## src/rtl/frame_stream_gen.sv

```systemverilog
// Raster stream source: walks a stored frame in raster order and emits vsync/hsync/de/data.
// Build option FRAME_STREAM_TESTPAT_EN replaces the memory read with an (h + v) test pattern.
module frame_stream_gen #(
  parameter int WIDTH  = 8,
  parameter int H_RES  = 170,
  parameter int V_RES  = 240,
  parameter int H_FP   = 2,
  parameter int H_SYNC = 4,
  parameter int H_BP   = 2,
  parameter int V_FP   = 1,
  parameter int V_SYNC = 2,
  parameter int V_BP   = 1,
  parameter int ADDR_W = $clog2(H_RES * V_RES)
) (
  input  logic              clk,
  input  logic              rstn,
  input  logic              i_start,
  input  logic              i_continuous,
  output logic              o_busy,
  output logic              o_frame_done,
  output logic              o_rd_en,
  output logic [ADDR_W-1:0] o_rd_addr,
  input  logic [WIDTH-1:0]  i_rd_data,
  output logic              o_vsync,
  output logic              o_hsync,
  output logic              o_de,
  output logic [WIDTH-1:0]  o_data
);

  localparam int H_TOTAL = H_RES + H_FP + H_SYNC + H_BP;
  localparam int V_TOTAL = V_RES + V_FP + V_SYNC + V_BP;
  localparam int HC_W    = $clog2(H_TOTAL + 1);
  localparam int VC_W    = $clog2(V_TOTAL + 1);

  localparam logic [HC_W-1:0] H_LAST = HC_W'(H_TOTAL - 1);
  localparam logic [HC_W-1:0] H_ACT  = HC_W'(H_RES);
  localparam logic [HC_W-1:0] HS_BEG = HC_W'(H_RES + H_FP);
  localparam logic [HC_W-1:0] HS_END = HC_W'(H_RES + H_FP + H_SYNC);
  localparam logic [VC_W-1:0] V_LAST = VC_W'(V_TOTAL - 1);
  localparam logic [VC_W-1:0] V_ACT  = VC_W'(V_RES);
  localparam logic [VC_W-1:0] VS_BEG = VC_W'(V_RES + V_FP);
  localparam logic [VC_W-1:0] VS_END = VC_W'(V_RES + V_FP + V_SYNC);

  typedef enum logic [1:0] {IDLE, RUN, FLUSH} state_t;

  state_t          state, state_next;
  logic            flush_cnt;
  logic            done_next;
  logic [HC_W-1:0] h_cnt;
  logic [VC_W-1:0] v_cnt;
  logic            line_end, frame_end;
  logic            active, hs, vs;
  logic            de1, hs1, vs1;

  assign line_end  = (h_cnt == H_LAST);
  assign frame_end = line_end && (v_cnt == V_LAST);
  assign active    = (state == RUN) && (h_cnt < H_ACT) && (v_cnt < V_ACT);
  assign hs        = (state == RUN) && (h_cnt >= HS_BEG) && (h_cnt < HS_END);
  assign vs        = (state == RUN) && (v_cnt >= VS_BEG) && (v_cnt < VS_END);

  always_comb begin
    state_next = state;
    done_next  = 1'b0;
    case (state)
      IDLE:    if (i_start && !o_busy) state_next = RUN;
      RUN:     if (frame_end) state_next = FLUSH;
      FLUSH: begin
        if (flush_cnt) begin
          done_next  = 1'b1;
          state_next = i_continuous ? RUN : IDLE;
        end
      end
      default: state_next = IDLE;
    endcase
  end

  // o_busy stays high through the o_frame_done cycle; a start seen then is ignored.
  always_ff @(posedge clk or negedge rstn) begin
    if (!rstn) begin
      state        <= IDLE;
      flush_cnt    <= 1'b0;
      o_frame_done <= 1'b0;
      o_busy       <= 1'b0;
    end else begin
      state        <= state_next;
      flush_cnt    <= (state == FLUSH) ? ~flush_cnt : 1'b0;
      o_frame_done <= done_next;
      o_busy       <= (state_next != IDLE) || done_next;
    end
  end

  always_ff @(posedge clk or negedge rstn) begin
    if (!rstn) begin
      h_cnt <= '0;
      v_cnt <= '0;
    end else if (state == RUN) begin
      h_cnt <= line_end ? '0 : h_cnt + 1'b1;
      if (line_end) v_cnt <= frame_end ? '0 : v_cnt + 1'b1;
    end else begin
      h_cnt <= '0;
      v_cnt <= '0;
    end
  end

  always_ff @(posedge clk or negedge rstn) begin
    if (!rstn) begin
      de1     <= 1'b0;
      hs1     <= 1'b0;
      vs1     <= 1'b0;
      o_de    <= 1'b0;
      o_hsync <= 1'b0;
      o_vsync <= 1'b0;
    end else begin
      de1     <= active;
      hs1     <= hs;
      vs1     <= vs;
      o_de    <= de1;
      o_hsync <= hs1;
      o_vsync <= vs1;
    end
  end

`ifdef FRAME_STREAM_TESTPAT_EN
  logic [WIDTH-1:0] pat1, data_reg;
  logic             rd_data_unused;

  assign rd_data_unused = ^i_rd_data;
  assign o_rd_en        = 1'b0;
  assign o_rd_addr      = '0;
  assign o_data         = data_reg;

  always_ff @(posedge clk or negedge rstn) begin
    if (!rstn) begin
      pat1     <= '0;
      data_reg <= '0;
    end else begin
      pat1     <= WIDTH'(h_cnt) + WIDTH'(v_cnt);
      data_reg <= de1 ? pat1 : '0;
    end
  end
`else
  logic [ADDR_W-1:0] addr_cnt;

  // Memory returns data in the cycle after the strobe, which is exactly when o_de is up.
  assign o_data = o_de ? i_rd_data : '0;

  always_ff @(posedge clk or negedge rstn) begin
    if (!rstn) begin
      addr_cnt  <= '0;
      o_rd_en   <= 1'b0;
      o_rd_addr <= '0;
    end else begin
      o_rd_en <= active;
      if (active) o_rd_addr <= addr_cnt;
      if (state != RUN)  addr_cnt <= '0;
      else if (active)   addr_cnt <= addr_cnt + 1'b1;
    end
  end
`endif

endmodule

```

## config.mk

```make
export PLATFORM = sky130hd
export DESIGN_NAME = frame_stream_gen
export DESIGN_NICKNAME = d
export VERILOG_FILES = /design/src/rtl/frame_stream_gen.sv
export SDC_FILE = /design/constraint.sdc
export NUM_CORES = 1
export LEC_CHECK = 0
export ABC_AREA = 1
export CELL_PAD_IN_SITES_DETAIL_PLACEMENT = 0
export CELL_PAD_IN_SITES_GLOBAL_PLACEMENT = 1
export CORE_ASPECT_RATIO = 1.1
export CORE_UTILIZATION = 45
export CTS_BUF_LIST = sky130_fd_sc_hd__clkbuf_4 sky130_fd_sc_hd__clkbuf_8
export CTS_CLUSTER_DIAMETER = 40
export DETAILED_ROUTE_END_ITERATION = 8
export PLACE_DENSITY_LB_ADDON = 0.25
export SYNTH_ARGS = -nofsm -noshare
export SYNTH_HDL_FRONTEND = slang
export SYNTH_SLANG_ARGS = --single-unit
```

## constraint.sdc

```tcl
create_clock -name clk -period 2.88 [get_ports clk]
set_clock_uncertainty 0.1 [all_clocks]
set_input_delay 0.288 -clock clk [delete_from_list [all_inputs] [get_ports clk]]
set_output_delay 0.288 -clock clk [all_outputs]
set_load 0.03 [all_outputs]
```

# --- Word level (Yosys, flattened, before mapping) ---
# Cells that the tools add are included.
op_classes:
  n_addsub: 3
  order_cmp: 6
  eq_ne: 6
  mux: 16
  bitwise: 1
  reduce_logical: 13
ops:
  columns: ["operator", "count"]
  rows:
  - ["two-way mux 8 bit", 6]
  - ["less-than comparator 8 bit, second input constant", 4]
  - ["two-way mux 16 bit", 2]
  - ["adder 16 x 1 -> 16 bit, second input constant", 1]
  - ["adder 8 x 1 -> 8 bit, second input constant", 2]
  - ["equality test 8 bit, second input constant", 2]
  - [">= comparator 8 bit, second input constant", 2]
  - ["logical AND 1 bit", 8]
  - ["two-way mux 2 bit", 3]
  - ["case mux 2 bit (3 select lines)", 1]
  - ["two-way mux 1 bit", 4]
  - ["nonzero test 2 bit", 2]
  - ["equality test 2 x 1 -> 1 bit, second input constant", 1]
  - ["equality test 2 bit, second input constant", 1]
  - ["zero test 2 bit", 1]
  - ["!= test 2 x 1 -> 1 bit, second input constant", 1]
  - ["!= test 2 bit, second input constant", 1]
  - ["zero test 1 bit", 1]
  - ["logical OR 1 bit", 1]
  - ["NOT 1 bit", 1]
word_totals:
  ff_bits: 59
  in_bits: 12
  output_inout_bits: 30
  wordCells: 59

# --- Depth between registers and ports, before layout ---
logic_depth:
  ltp_word: 6
  mapped_depth: 10

# --- Least setup slack after synthesis ---
# OpenSTA, ideal clock, no wires.
synth_path:
  path_kind: "register -> register"
  start: "register addr_cnt[0]"
  end: "register addr_cnt[8]"
  arrival_ps: 1202
  path_slack_ps: 1462
  path_stages_with_launch: 9
  n_path_buf: 0
  synth_period_minus_slack_ps: 1418
  path_cell_list: "dfrtp_1 -> ha_1 -> inv_1 -> nor2_1 -> nand2_1 -> xor2_1 -> nor2_1 -> nand2_1 -> nand2_1"
synth_between:
  elab_chain_len: 3
synth_rtl:
  columns: ["element", "line", "rtl"]
  rows:
  - ["from (decl)", "142", "logic [ADDR_W-1:0] addr_cnt;"]
  - ["from (signal assigned)", "156", "else if (active) addr_cnt <= addr_cnt + 1'b1;"]
  - ["adder 16 x 1 -> 16 bit", "156", null]
  - ["two-way mux 16 bit", "156", null]
  - ["two-way mux 16 bit", "155", "if (state != RUN) addr_cnt <= '0;"]
# Every way passes these cells. The select of a mux whose other input is x is not followed.
# A chain may end at the register's enable or synchronous reset.

# --- Final worst setup path ---
layout_path:
  start: "register o_de"
  end: "output o_data[2]"
layout_between:
  elab_chain_len: 1
layout_rtl:
  columns: ["element", "line", "rtl"]
  rows:
  - ["from (decl)", "26", "output logic o_de,"]
  - ["from (signal assigned)", "110", "o_de <= 1'b0;"]
  - ["from (signal assigned)", "117", "o_de <= de1;"]
  - ["two-way mux 8 bit", "145", "assign o_data = o_de ? i_rd_data : '0;"]
  - ["to (decl)", "27", "output logic [WIDTH-1:0] o_data"]
# Every way passes these cells.

==> Implementation_results.wiki <==
{| class="wikitable"
! Metric !! Value
|-
| Run status || complete, no violations
|-
| Half-perimeter wire length after detailed placement || 4710 microns
|-
| Most instantiated flip-flop cell in the synthesis netlist || dfrtp_1
|-
| Count of cell types in the netlist || 30
|-
| Share of the cycle needed by the critical path after routing || 0.710
|-
| Startpoint of the most critical setup path || o_de
|-
| Capturing point of the worst reg2reg path || h_cnt[2]
|-
| CTS tree || built
|-
| Detail Route Antenna Nets || 0
|-
| Number of antenna cells inserted || 0
|-
| Final Wtd Congestion || 0.850
|-
| Multi-input gate area in the final layout || 1350 sq um
|-
| Layout overhead on the synthesized area || 21.3%
|-
| CTS clock-pin slew for the worst setup and hold paths || 0.07 ns
|-
| Number of buffers added by the clock tree synthesis step || 9
|-
| Required time at the endpoint of the critical path || 2.49 ns
|-
| Pin count of the biggest net entering global routing || 28
|-
| Power per cell area || 436 nW/um^2
|-
| Final #Nets || 452
|-
| Crit end category || output pin
|-
| Seq/Total Area, Yosys || 0.479
|-
| Cell area after synthesis || 3080 sq um
|-
| Async S/R FF share, synth || 1.00
|-
| Worst supply voltage drop on vdd || 0.244 mV
|-
| Placeable core area || 6590 sq um
|-
| CP max FO || 9
|-
| Drt via density || 4.91
|-
| Worst reg2reg path depth || 8
|-
| Area post-placement || 3540 sq um
|-
| Leakage dissipation || 1.84 nW
|-
| RSZ-0062 raised after global routing || no
|-
| Endpoint arrival time on the critical path || 1.66 ns
|-
| Hold Vio Cnt, Final || 0
|-
| Count of boundary I/O pins || 42
|-
| Max Cap Viol || 0
|-
| Storage element area || 1480 sq um
|-
| Horizontal die dimension || 80.9 microns
|-
| DIE AREA || 7190 sq um
|-
| YS warnings || 0
|-
| Most used cells in the layout excluding fill and tap cells || nand2_1, dfrtp_1, nor2_1
|-
| Core Rows || 31
|-
| Setup TNS Final || 0 ns
|-
| Minimum clock period after layout || 2.04 ns
|-
| Final std cell area, no fill || 3740 sq um
|-
| Min-delay worst type || reg2reg
|-
| Layout fillers || 612
|-
| Net count after synthesis || 405
|-
| Via count of the routed design || 2,557
|-
| TritonCTS Sinks || 59
|-
| Worst setup path end || o_data[2]
|-
| DRT Pass-1 Iters || 5
|-
| Global-route wire length before repair || 11,000 microns
|-
| Max-slew headroom at the worst pin || 0.581
|-
| # setup viols final || 0
|-
| Number of remaining DRC errors || 0
|-
| F_max || 0.489 GHz
|-
| Gr usage total || 0.209
|-
| Post-detailed-routing wire length || 6560 microns
|-
| Register-to-Register Setup Slack || 1.08 ns
|-
| Via count of the first global-routing pass || 2,380
|-
| Final Max Slew Viols || 0
|-
| Port buffer count || 41
|-
| CTS HTree Levels || 3
|-
| Layout cell share with drive strength beyond 1 || 0.114
|-
| Initial core utilization || 0.468
|-
| Critical path startpoint category || register
|-
| DRC violation total after the first TritonRoute iteration || 123
|-
| Number of flip-flops and latches in the synthesized netlist || 59
|-
| Crit Reg-Reg Startpoint || state[1]
|-
| Syn Area/Cell || 7.97 sq um
|-
| Number of antenna violations at the first check in global routing || 0
|-
| Most common cell after layout, fill and taps aside || nand2_1
|-
| Number of synthesized flops with an enable pin || 0
|-
| Residual overflow from global routing || 0
|-
| Transition time of the tightest slew-check pin || 0.628 ns
|-
| Kind of critical path || reg2out
|-
| Cell chosen for the clock root || clkbuf_8
|-
| Post-Syn Instances || 387
|-
| Worst-skew pair later-pin latency || 0.35 ns
|-
| CTS Buffer Depth || 2
|-
| Detailed-route wire length per cell || 12.6 microns
|-
| Vertical die dimension || 88.8 microns
|}
## cell usage after synthesis, types with 3 or more instances
cell	instances	share of area
ha_1	6	0.024
o21ai_2	10	0.028
dfrtp_1	59	0.48
nor2_1	47	0.057
buf_6	5	0.018
nor2_4	5	0.018
o21ai_0	12	0.019
o21ai_1	5	0.0081
nand2_1	115	0.14
inv_1	45	0.055
a21oi_1	9	0.015
xor2_1	6	0.017
inv_2	3	0.0037
nand2_2	5	0.010
nand4_1	10	0.020
nand3_1	26	0.042
## worst min path at each step
| stage | startpoint | endpoint | depth (start not counted) |
|---|---|---|---|
| after global placement | rstn | o_rd_addr[6] | 1 |
| after global routing | hs1 | o_hsync | 0 |
| final | vs1 | o_vsync | 0 |
| after floorplan | rstn | addr_cnt[0] | 0 |
| after CTS | hs1 | o_hsync | 0 |
| after detailed placement | hs1 | o_hsync | 0 |
## what timing repair did
| item | 4_1_cts | 5_1_grt |
|---|---|---|
| endpoints found under the hold margin | 24 | 0 |
| gates resized for setup | 0 | 0 |
| buffers inserted | 0 | 0 |
| hold buffers | 1 | 0 |
## cell families after synthesis
logic type	after synthesis	share of synthesized area
AND/OR/NAND/NOR	220	0.320
AO/OA/AOI/OAI	38	0.0755
flip-flops	59	0.479
buffers and inverters	58	0.0848
adder cells (fa/ha/maj)	6	0.0243
XOR/XNOR	6	0.0170
## layer usage
layer / GRT usage / part of all wire / vias up
met4: 0.102 / 0.031 / 0
li1: - / - / 1317
met3: 0.0567 / 0.041 / 15
met5: 0 / 0 / -
met2: 0.364 / 0.50 / 49
met1: 0.235 / 0.43 / 1176
## worst max-delay path: stages (launching register included)
cell and delay (ns):
dfrtp_1 0.49, nand2_1 0.08, inv_1 0.07, clkdlybuf4s50_1 0.68
## flip-flops by register name (all words and copies together) (netlist names)
register	cells
addr_cnt	16
flush_cnt	1
h_cnt	8
hs1	1
o_busy	1
o_de	1
o_frame_done	1
o_hsync	1
o_rd_addr	16
o_rd_en	1
o_vsync	1
state	2
v_cnt	8
vs1	1
## stage by stage
step	util	setup slack (ns)	power, mW	instances	hold slack [ns]
2_1_floorplan	-	1.46	0.861	387	-0.108
3_3_place_gp	0.536	0.989	0.905	504	0.227
3_5_place_dp	0.536	0.952	0.906	504	0.235
4_1_cts	0.567	0.793	1.65	521	0.253
5_1_grt	0.567	0.742	1.70	521	0.263
6_report	0.567	0.835	1.63	521	0.250
## power breakdown
group          internal, mW  total [mW]  leakage, nW  switching [mW]
combinational        0.0263      0.0617        0.978          0.0354
sequential            0.828       0.828        0.765               0
clock                 0.395       0.741       0.0950           0.346
## area by class of cell
type                            count  area share
Timing Repair Buffer               45       0.117
Clock inverter                      7      0.0184
Clock buffer                        9      0.0331
Multi-Input combinational cell    270       0.360
Inverter                           49      0.0492
Tap cell                           82      0.0274
Sequential cell                    59       0.395
(Power assumes the default switching activity.)
